### src/rtl/cpu_pkg.sv
// Shared types for the RV32IM pipeline: ALU op codes, forwarding selects,
// divider states and the decode-to-execute bundle.
package cpu_pkg;

    localparam int XLEN = 32;

    typedef enum logic [4:0] {
        ALU_ADD    = 5'd0,
        ALU_SUB    = 5'd1,
        ALU_AND    = 5'd2,
        ALU_OR     = 5'd3,
        ALU_XOR    = 5'd4,
        ALU_SLT    = 5'd5,
        ALU_SLTU   = 5'd6,
        ALU_SLL    = 5'd7,
        ALU_SRL    = 5'd8,
        ALU_SRA    = 5'd9,
        ALU_LUI    = 5'd10,
        ALU_MUL    = 5'd11,
        ALU_MULH   = 5'd12,
        ALU_MULHSU = 5'd13,
        ALU_MULHU  = 5'd14,
        ALU_DIV    = 5'd15,
        ALU_DIVU   = 5'd16,
        ALU_REM    = 5'd17,
        ALU_REMU   = 5'd18
    } alu_op_t;

    typedef enum logic [1:0] {
        FWD_REG = 2'b00,
        FWD_WB  = 2'b01,
        FWD_MEM = 2'b10
    } fwd_sel_t;

    typedef enum logic [1:0] {
        DIV_IDLE,
        DIV_RUN,
        DIV_DONE
    } div_state_t;

    typedef struct packed {
        logic [XLEN-1:0] rd1;
        logic [XLEN-1:0] rd2;
        logic [XLEN-1:0] imm_ext;
        logic [XLEN-1:0] pc;
        logic [XLEN-1:0] pc_plus_4;
        logic [4:0]      rs1;
        logic [4:0]      rs2;
        logic [4:0]      rd;
        alu_op_t         alu_control;
        logic            alu_src;
    } id_ex_t;

    function automatic logic is_div_op(input alu_op_t op);
        return op inside {ALU_DIV, ALU_DIVU, ALU_REM, ALU_REMU};
    endfunction

    // Select 2'b11 is unused by the hazard unit and falls back to the register value.
    function automatic logic [XLEN-1:0] fwd(
        input logic [XLEN-1:0] reg_v,
        input logic [XLEN-1:0] wb_v,
        input logic [XLEN-1:0] mem_v,
        input logic [1:0]      sel
    );
        logic [XLEN-1:0] v;
        v = reg_v;
        if (sel == FWD_WB) v = wb_v;
        else if (sel == FWD_MEM) v = mem_v;
        return v;
    endfunction

endpackage

### src/rtl/div_unit.sv
// Iterative radix-2 restoring divider for DIV/DIVU/REM/REMU.
// Works on magnitudes; signs are reapplied once the quotient settles.
module div_unit
    import cpu_pkg::*;
#(
    parameter int DIV_STEPS = XLEN
) (
    input  logic            clk,
    input  logic            reset,
    input  logic            start,
    input  logic            flush,
    input  logic            stall,
    input  alu_op_t         op,
    input  logic [XLEN-1:0] src_a,
    input  logic [XLEN-1:0] src_b,
    output logic            busy,
    output logic            done,
    output logic [XLEN-1:0] result
);

    localparam int CW = $clog2(DIV_STEPS);
    localparam logic [CW-1:0] LAST = CW'(DIV_STEPS - 1);

    div_state_t      state_q, state_d;
    logic [CW-1:0]   cnt_q, cnt_d;
    logic [XLEN-1:0] quo_q, quo_d;
    logic [XLEN-1:0] rem_q, rem_d;
    logic [XLEN-1:0] dsr_q, dsr_d;
    logic            neg_quo_q, neg_quo_d;
    logic            neg_rem_q, neg_rem_d;
    logic            want_rem_q, want_rem_d;
    logic            by_zero_q, by_zero_d;

    logic            is_signed, sign_a, sign_b;
    logic [XLEN:0]   rem_sh;
    logic            geq;
    logic [XLEN-1:0] quo_fix, rem_fix;

    assign is_signed = (op == ALU_DIV) || (op == ALU_REM);
    assign sign_a    = is_signed & src_a[XLEN-1];
    assign sign_b    = is_signed & src_b[XLEN-1];
    assign rem_sh    = {rem_q, quo_q[XLEN-1]};
    assign geq       = rem_sh >= {1'b0, dsr_q};

    always_comb begin
        state_d    = state_q;
        cnt_d      = cnt_q;
        quo_d      = quo_q;
        rem_d      = rem_q;
        dsr_d      = dsr_q;
        neg_quo_d  = neg_quo_q;
        neg_rem_d  = neg_rem_q;
        want_rem_d = want_rem_q;
        by_zero_d  = by_zero_q;
        unique case (state_q)
            DIV_IDLE: begin
                if (start) begin
                    quo_d      = sign_a ? -src_a : src_a;
                    dsr_d      = sign_b ? -src_b : src_b;
                    rem_d      = '0;
                    cnt_d      = '0;
                    neg_quo_d  = sign_a ^ sign_b;
                    neg_rem_d  = sign_a;
                    want_rem_d = (op == ALU_REM) || (op == ALU_REMU);
                    by_zero_d  = (src_b == '0);
                    state_d    = DIV_RUN;
                end
            end
            DIV_RUN: begin
                quo_d = {quo_q[XLEN-2:0], geq};
                rem_d = geq ? rem_sh[XLEN-1:0] - dsr_q : rem_sh[XLEN-1:0];
                if (cnt_q == LAST) state_d = DIV_DONE;
                else cnt_d = cnt_q + CW'(1);
            end
            DIV_DONE: begin
                if (!stall) state_d = DIV_IDLE;
            end
            default: state_d = DIV_IDLE;
        endcase
        if (flush) state_d = DIV_IDLE;
    end

    always_ff @(posedge clk or posedge reset) begin
        if (reset) begin
            state_q    <= DIV_IDLE;
            cnt_q      <= '0;
            quo_q      <= '0;
            rem_q      <= '0;
            dsr_q      <= '0;
            neg_quo_q  <= 1'b0;
            neg_rem_q  <= 1'b0;
            want_rem_q <= 1'b0;
            by_zero_q  <= 1'b0;
        end else begin
            state_q    <= state_d;
            cnt_q      <= cnt_d;
            quo_q      <= quo_d;
            rem_q      <= rem_d;
            dsr_q      <= dsr_d;
            neg_quo_q  <= neg_quo_d;
            neg_rem_q  <= neg_rem_d;
            want_rem_q <= want_rem_d;
            by_zero_q  <= by_zero_d;
        end
    end

    // Divide by zero yields all ones regardless of operand signs.
    assign quo_fix = by_zero_q ? '1 : (neg_quo_q ? -quo_q : quo_q);
    assign rem_fix = neg_rem_q ? -rem_q : rem_q;
    assign result  = want_rem_q ? rem_fix : quo_fix;
    assign busy    = start && (state_q != DIV_DONE);
    assign done    = (state_q == DIV_DONE);

endmodule

### src/rtl/execute.sv
// Execute stage: D/E register, forwarding muxes, ALU/multiplier,
// branch target and compare flags, plus the iterative divider.
module execute
    import cpu_pkg::*;
#(
    parameter int DIV_STEPS = XLEN
) (
    input  logic            clk,
    input  logic            reset,
    input  logic [XLEN-1:0] rd1_d,
    input  logic [XLEN-1:0] rd2_d,
    input  logic [XLEN-1:0] imm_ext_d,
    input  logic [XLEN-1:0] pc_d,
    input  logic [XLEN-1:0] pc_plus_4_d,
    input  logic [4:0]      rs1_d,
    input  logic [4:0]      rs2_d,
    input  logic [4:0]      rd_d,
    input  logic [4:0]      alu_control_d,
    input  logic            alu_src_d,
    input  logic            stall_e,
    input  logic            flush_e,
    input  logic [1:0]      forward_a_e,
    input  logic [1:0]      forward_b_e,
    input  logic [XLEN-1:0] result_w,
    input  logic [XLEN-1:0] alu_result_m,
    output logic [XLEN-1:0] alu_result_e,
    output logic [XLEN-1:0] write_data_e,
    output logic [4:0]      rd_e,
    output logic [4:0]      rs1_e,
    output logic [4:0]      rs2_e,
    output logic [XLEN-1:0] pc_plus_4_e,
    output logic [XLEN-1:0] pc_target_e,
    output logic            zero_e,
    output logic            lt_e,
    output logic            ltu_e,
    output logic            busy_e
);

    id_ex_t de_q, de_d;

    logic [XLEN-1:0]   src_a, src_b, div_result;
    logic              div_done;
    logic [4:0]        shamt;
    logic              mul_sa, mul_sb;
    logic [2*XLEN-1:0] mul_a, mul_b, product;

    always_comb begin
        de_d = de_q;
        if (flush_e) begin
            de_d = '0;
        end else if (!stall_e) begin
            de_d.rd1         = rd1_d;
            de_d.rd2         = rd2_d;
            de_d.imm_ext     = imm_ext_d;
            de_d.pc          = pc_d;
            de_d.pc_plus_4   = pc_plus_4_d;
            de_d.rs1         = rs1_d;
            de_d.rs2         = rs2_d;
            de_d.rd          = rd_d;
            de_d.alu_control = alu_op_t'(alu_control_d);
            de_d.alu_src     = alu_src_d;
        end
    end

    always_ff @(posedge clk or posedge reset) begin
        if (reset) de_q <= '0;
        else de_q <= de_d;
    end

    assign src_a        = fwd(de_q.rd1, result_w, alu_result_m, forward_a_e);
    assign write_data_e = fwd(de_q.rd2, result_w, alu_result_m, forward_b_e);
    assign src_b        = de_q.alu_src ? de_q.imm_ext : write_data_e;
    assign shamt        = src_b[4:0];

    // One 64-bit multiplier; operand extension picks MUL/MULH/MULHSU/MULHU signedness.
    assign mul_sa  = (de_q.alu_control == ALU_MULH) || (de_q.alu_control == ALU_MULHSU);
    assign mul_sb  = (de_q.alu_control == ALU_MULH);
    assign mul_a   = {{XLEN{mul_sa & src_a[XLEN-1]}}, src_a};
    assign mul_b   = {{XLEN{mul_sb & src_b[XLEN-1]}}, src_b};
    assign product = mul_a * mul_b;

    div_unit #(
        .DIV_STEPS(DIV_STEPS)
    ) u_div (
        .clk    (clk),
        .reset  (reset),
        .start  (is_div_op(de_q.alu_control)),
        .flush  (flush_e),
        .stall  (stall_e),
        .op     (de_q.alu_control),
        .src_a  (src_a),
        .src_b  (src_b),
        .busy   (busy_e),
        .done   (div_done),
        .result (div_result)
    );

    assign zero_e = (src_a == src_b);
    assign lt_e   = ($signed(src_a) < $signed(src_b));
    assign ltu_e  = (src_a < src_b);

    always_comb begin
        alu_result_e = '0;
        unique case (de_q.alu_control)
            ALU_ADD:    alu_result_e = src_a + src_b;
            ALU_SUB:    alu_result_e = src_a - src_b;
            ALU_AND:    alu_result_e = src_a & src_b;
            ALU_OR:     alu_result_e = src_a | src_b;
            ALU_XOR:    alu_result_e = src_a ^ src_b;
            ALU_SLT:    alu_result_e = {{(XLEN-1){1'b0}}, lt_e};
            ALU_SLTU:   alu_result_e = {{(XLEN-1){1'b0}}, ltu_e};
            ALU_SLL:    alu_result_e = src_a << shamt;
            ALU_SRL:    alu_result_e = src_a >> shamt;
            ALU_SRA:    alu_result_e = $signed(src_a) >>> shamt;
            ALU_LUI:    alu_result_e = src_b;
            ALU_MUL:    alu_result_e = product[XLEN-1:0];
            ALU_MULH,
            ALU_MULHSU,
            ALU_MULHU:  alu_result_e = product[2*XLEN-1:XLEN];
            ALU_DIV,
            ALU_DIVU,
            ALU_REM,
            ALU_REMU:   alu_result_e = div_done ? div_result : '0;
            default:    alu_result_e = '0;
        endcase
    end

    assign pc_target_e = de_q.pc + de_q.imm_ext;
    assign pc_plus_4_e = de_q.pc_plus_4;
    assign rd_e        = de_q.rd;
    assign rs1_e       = de_q.rs1;
    assign rs2_e       = de_q.rs2;

endmodule
### config.mk
export PLATFORM = sky130hd
export DESIGN_NAME = execute
export DESIGN_NICKNAME = d
export VERILOG_FILES = /design/src/rtl/cpu_pkg.sv /design/src/rtl/div_unit.sv /design/src/rtl/execute.sv
export SDC_FILE = /design/constraint.sdc
export NUM_CORES = 2
export LEC_CHECK = 0
export ABC_CLOCK_PERIOD_IN_PS = 19510
export CAP_MARGIN = 40
export CELL_PAD_IN_SITES_DETAIL_PLACEMENT = 0
export CELL_PAD_IN_SITES_GLOBAL_PLACEMENT = 1
export CORE_ASPECT_RATIO = 0.8
export CORE_UTILIZATION = 48
export DETAILED_ROUTE_END_ITERATION = 6
export PLACE_DENSITY = 0.94
export SLEW_MARGIN = 20
export SYNTH_ARGS = -nofsm -noshare
export SYNTH_HDL_FRONTEND = slang
export SYNTH_HIERARCHICAL = 1
export SYNTH_SLANG_ARGS = --single-unit
### constraint.sdc
create_clock -name clk -period 19.51 [get_ports clk]
set_clock_uncertainty 0.1 [all_clocks]
set_input_delay 3.902 -clock clk [delete_from_list [all_inputs] [get_ports clk]]
set_output_delay 3.902 -clock clk [all_outputs]
set_load 0.02 [all_outputs]
Word-level counts from Yosys, hierarchy flattened

Cells that the tools add are included.

Bits in registers: 288
Output and inout port bits: 147
Word-level logic and storage cells: 119

$add $sub $neg: 9
Multiply operators: 1
Order comparisons: 3
Eq/ne operators: 33
Shift-type cells: 3
Muxes and demuxes: 28
Bitwise gates (word level): 8
Reductions and logical operators: 15

Operators by type and width:

| kind                                                                  | count |
|---|---|
| 32-bit two-way mux                                                    | 15 |
| 32-bit case mux with 14 select lines                                  | 1 |
| 181-bit two-way mux                                                   | 2 |
| 32-bit negator                                                        | 4 |
| 32-bit case mux with 2 select lines                                   | 2 |
| 32-bit adder                                                          | 2 |
| 32-bit < comparator                                                   | 2 |
| 33-bit by 33-bit multiplier with 64-bit output                        | 1 |
| 32-bit subtractor                                                     | 2 |
| 5-bit by 4-bit equality test with 1-bit output, second input constant | 8 |
| 33-bit by 32-bit greater-or-equal comparator with 1-bit output        | 1 |
| 32-bit AND                                                            | 1 |
| 32-bit equality test                                                  | 1 |
| 32-bit zero test                                                      | 1 |
| 32-bit bitwise OR                                                     | 1 |
| 32-bit by 5-bit << shifter with 32-bit output                         | 1 |
| 32-bit by 5-bit right shift with 32-bit output                        | 1 |
| 32-bit by 5-bit >>> shifter with 32-bit output                        | 1 |
| 32-bit XOR                                                            | 1 |
| 5-bit by 3-bit equality test with 1-bit output, second input constant | 4 |
| 5-bit equality test, second input constant                            | 4 |
| 5-bit by 2-bit equality test with 1-bit output, second input constant | 2 |
| 5-bit two-way mux                                                     | 2 |
| 5-bit case mux with 2 select lines                                    | 1 |
| other kinds (22)                                                      | 39 |

Depth between registers and ports, before layout

Word-level depth: 7
Mapped depth: 40
Mapped depth without buffers: 34

Modules after synthesis

The synthesis kept the hierarchy.

By module, submodules not included:

| module   | instances | cells each | area each (sq um) | sequential area each (sq um) |
|---|---|---|---|---|
| execute  | 1         | 6738       | 57009.7           | 4529.3 |
| div_unit | 1         | 1111       | 8904.8            | 2677.6 |

Worst setup path after synthesis

OpenSTA, ideal clock, no wires.

Kind: input to output
Start point: input forward_a_e[1]
End point: output alu_result_e[27]
Data arrival time: 13042 ps
Required time: 15508 ps
Slack: 2466 ps
Stages on the path: 37
Path buffers: 6
Path through: buf_4 nand2b_2 clkbuf_1 o221a_2 buf_6 inv_2 buf_4 nor3_1 clkbuf_1 nand2_1 inv_1 fa_1 inv_1 fa_1 inv_1 fa_1 fa_1 inv_1 fa_1 inv_1 fa_1 inv_1 fa_1 fa_1 inv_1 ha_1 clkbuf_1 a21oi_1 o21ai_0 a221oi_1 o21ai_0 a2111oi_0 nor3_1 o21ai_0 nand2b_1 xnor2_1 o2111ai_1

Cells in the longest elaborated chain, start to end: 6
Elaborated cells on any way between the ends: 15

RTL lines:

| what                                           | line           | RTL |
|---|---|---|
| from (decl)                                    | execute.sv:22  | `input logic [1:0] forward_a_e,` |
| 2-bit equality test                            | cpu_pkg.sv:68  | `else if (sel == FWD_MEM) v = mem_v;` |
| 32-bit two-way mux                             | cpu_pkg.sv:68  |  |
| 32-bit two-way mux (*)                         | cpu_pkg.sv:67  | `if (sel == FWD_WB) v = wb_v;` |
| 1-bit AND                                      | execute.sv:78  | `assign mul_a = {{XLEN{mul_sa & src_a[XLEN-1]}}, src_a};` |
| 33-bit by 33-bit multiplier with 64-bit output | execute.sv:80  | `assign product = mul_a * mul_b;` |
| 32-bit case mux with 14 select lines (*)       | execute.sv:104 | `unique case (de_q.alu_control)` |
| to (decl)                                      | execute.sv:26  | `output logic [XLEN-1:0] alu_result_e,` |

Every way passes the cells marked *; elsewhere a longest branch is shown, timed or not.

Worst setup path after layout

Start point: input forward_a_e[0]
End point: output alu_result_e[5]

The elaborated chain is that of the path after synthesis.

==> flow_metrics.tcl <==
set metrics [dict create \
    drc 2 \
    dieArea_um2 138800 \
    syn-cell-area_um2 65910 \
    hold_path_depth 2 \
    grt_use_total_pct 47.59 \
    dp_hpwl_mm 270.2 \
    path_clk_slew_ps 70 \
    antenna_found_initial 51 \
    die_w_um 416.3 \
    vias_per_cell 6.301 \
    layout.area.seq_um2 7208 \
    r2r_cells 12 \
    path_class "in -> out" \
    synth_edf_count 0 \
    core_um2 136100 \
    max_stage_delay_ps 830 \
    max_slew_margin_pct 18.81 \
    ys_seq_area_share_pct 10.93 \
    io_buffers 399 \
    nNetsFinal 9847 \
    slowest_stage "clkdlybuf4s50_1" \
    cts_buffers 27 \
    syn_nets 9609 \
    rsz0062_at_grt "no" \
    fin_util_pct 54.42 \
    start_util_pct 48.43 \
    grt_max_degree 112 \
    setup.worst_path.end_class "primary output" \
    async_flop_share_pct 100.0 \
    synth_top_area_cell "fa_1" \
    cts_hold_buf 0 \
    period_needed_ps 19390 \
    clock-sinks 288 \
    ys.flop_type "dfrtp_1" \
    cts_root_buffer "clkbuf_16" \
    path_common_cell "fa_1" \
    max-clock-path-buffers 3 \
    ys_seq_elements 288 \
    clock_latency_ps 640 \
    grt_pass1_vias 63130 \
    top_level_ports 400 \
    drive_gt1_share_pct 7.042 \
    synth_top_area_share_pct 34.29 \
    dr.pass1.iters 7 \
    syn_avg_cell_area_um2 8.398 \
    multiInputGateArea_um2 51760 \
    final_antenna_net_count 0 \
    hold_path.class "reg -> reg" \
    final_cell_mix "1287 x inv_1, 1128 x fa_1, 1014 x nand2_1" \
    final.fill_count 12630 \
    hold_viol 0 \
    fmax_mhz 51.58 \
    dp_slack_ps 205.1 \
    grt_first_pass_wirelength_mm 469.1 \
    tightest_slew_ps 1218 \
    setup_viol 0 \
    synth_cells 7849 \
    status "finished, violations left" \
    cts-htree-levels 1 \
    cp-start-kind "input port" \
    vias 62530 \
    drtIter0Drc 8081 \
    num_rows 121 \
    die_height_um 333.4 \
    drt-total-wl_mm 331.2 \
    setup_slack_ps 121.3 \
    tritoncts "yes" \
    fin_crit_sh_pct 99.38 \
    final_common_cell "inv_1" \
    finalMaxSlewViolations 0 \
    overflow 0 \
    synth.area.top_cells "fa_1 34%, dfrtp_1 11%, inv_1 7.4%" \
    crit_required_ps 15510 \
    failed_checks "design-rule violations" \
    area_delta_synth_final_pct 12.36 \
    arrival_ps 15390 \
    drv_cap 0 \
    place_congestion 1.117 \
    worstPathMaxFanout 31 \
    synth-warning-count 6 \
    synth_cell_types 105 \
    drt-wirelength-per-cell_um 33.37 \
]
-- routing by layer --
layer	global-route usage (%)	share of wire [%]
met1	63.13	39
met2	68.13	41
met3	14.28	12
met4	28.74	7.3
met5	0.8302	0.10
-- final timing paths --
| path | end | start | slack [ps] |
|---|---|---|---|
| min in group asynchronous | de_q[87] | reset | 3560 |
| worst max-delay path | alu_result_e[5] | forward_a_e[0] | 120 |
| worst min-delay path | u_div/dsr_q[21] | u_div/dsr_q[21] | 390 |
| worst max register to register | u_div/dsr_q[29] | de_q[0] | 14410 |
| max in group asynchronous | u_div/rem_q[22] | reset | 14280 |
| worst min register to register | u_div/dsr_q[21] | u_div/dsr_q[21] | 390 |
-- cell families (layout without fill, tap and decap cells) --
family	count (synthesis)	count (layout)	share of synthesized area, %
other	0	33	0
AND/OR/NAND/NOR	2305	2305	14.96
flip-flops	288	288	10.93
adder cells (fa/ha/maj)	1507	1507	41.46
AO/OA/AOI/OAI	1374	1374	14.04
multiplexers	279	279	4.256
XOR/XNOR	252	252	3.360
buffers and inverters	1844	2103	10.99
-- synthesized netlist by cell type (35+ instances only) --
| master | instances |
|---|---|
| o22ai_1 | 63 |
| nand2_1 | 1017 |
| o221a_2 | 35 |
| ha_1 | 378 |
| buf_4 | 61 |
| o211ai_1 | 57 |
| nand2b_1 | 38 |
| o21ai_0 | 280 |
| dfrtp_1 | 288 |
| nor2_1 | 814 |
| a21oi_1 | 314 |
| buf_2 | 56 |
| nor3_1 | 70 |
| nand3_1 | 79 |
| buf_1 | 62 |
| xnor2_1 | 121 |
| a21o_1 | 74 |
| a211oi_1 | 35 |
| xor2_1 | 130 |
| fa_1 | 1129 |
| inv_1 | 1292 |
| a22oi_1 | 88 |
| nand4_1 | 43 |
| mux2i_1 | 269 |
| clkbuf_1 | 337 |
| o31ai_1 | 52 |
| a221oi_1 | 60 |
-- repair_timing --
item                       in CTS  in global routing
setup buffers                   0                  5
setup endpoints to repair       0                  8
resized for setup               0                  5
-- cell type report --
type / instances / area share, %
multi-input combinational: 5717 / 69.89
clock buffer: 34 / 1.015
tap: 1783 / 3.012
timing repair buffer: 729 / 9.243
antenna: 33 / 0.1115
clock inverter: 16 / 0.2686
sequential: 288 / 9.732
inverter: 1324 / 6.729
-- per-stage QoR --
step	hold slack (ps)	setup TNS [ps]	instance area, µm²	instances
floorplan	349.8	0	65910	7849
global placement	364.4	-204.0	72320	9794
detailed placement	372.6	0	72820	9826
CTS	388.2	0	73770	9876
global route	396.9	0	74020	9907
finish	386.2	0	74060	9924
-- worst max-delay path: cells and delay by family --
kind	cells	cell delay [ps]
adders and majority gates	9	4120
AOI/OAI and AO/OA	9	3660
buffers and inverters	11	2900
and+or+nand+nor	2	470
xor gates and xnor gates	1	240
-- flip-flops by register name, indices dropped and copies added (netlist names), 2 cells and up --
register,count
rs2_e,5
u_div/state_q,2
rs1_e,5
u_div/dsr_q,32
u_div/cnt_q,5
u_div/quo_q,32
de_q,134
rd_e,5
pc_plus_4_e,32
u_div/rem_q,32
Power is not shown: default switching activity piles up to over one toggle a cycle in this logic, so the estimate is an artifact.
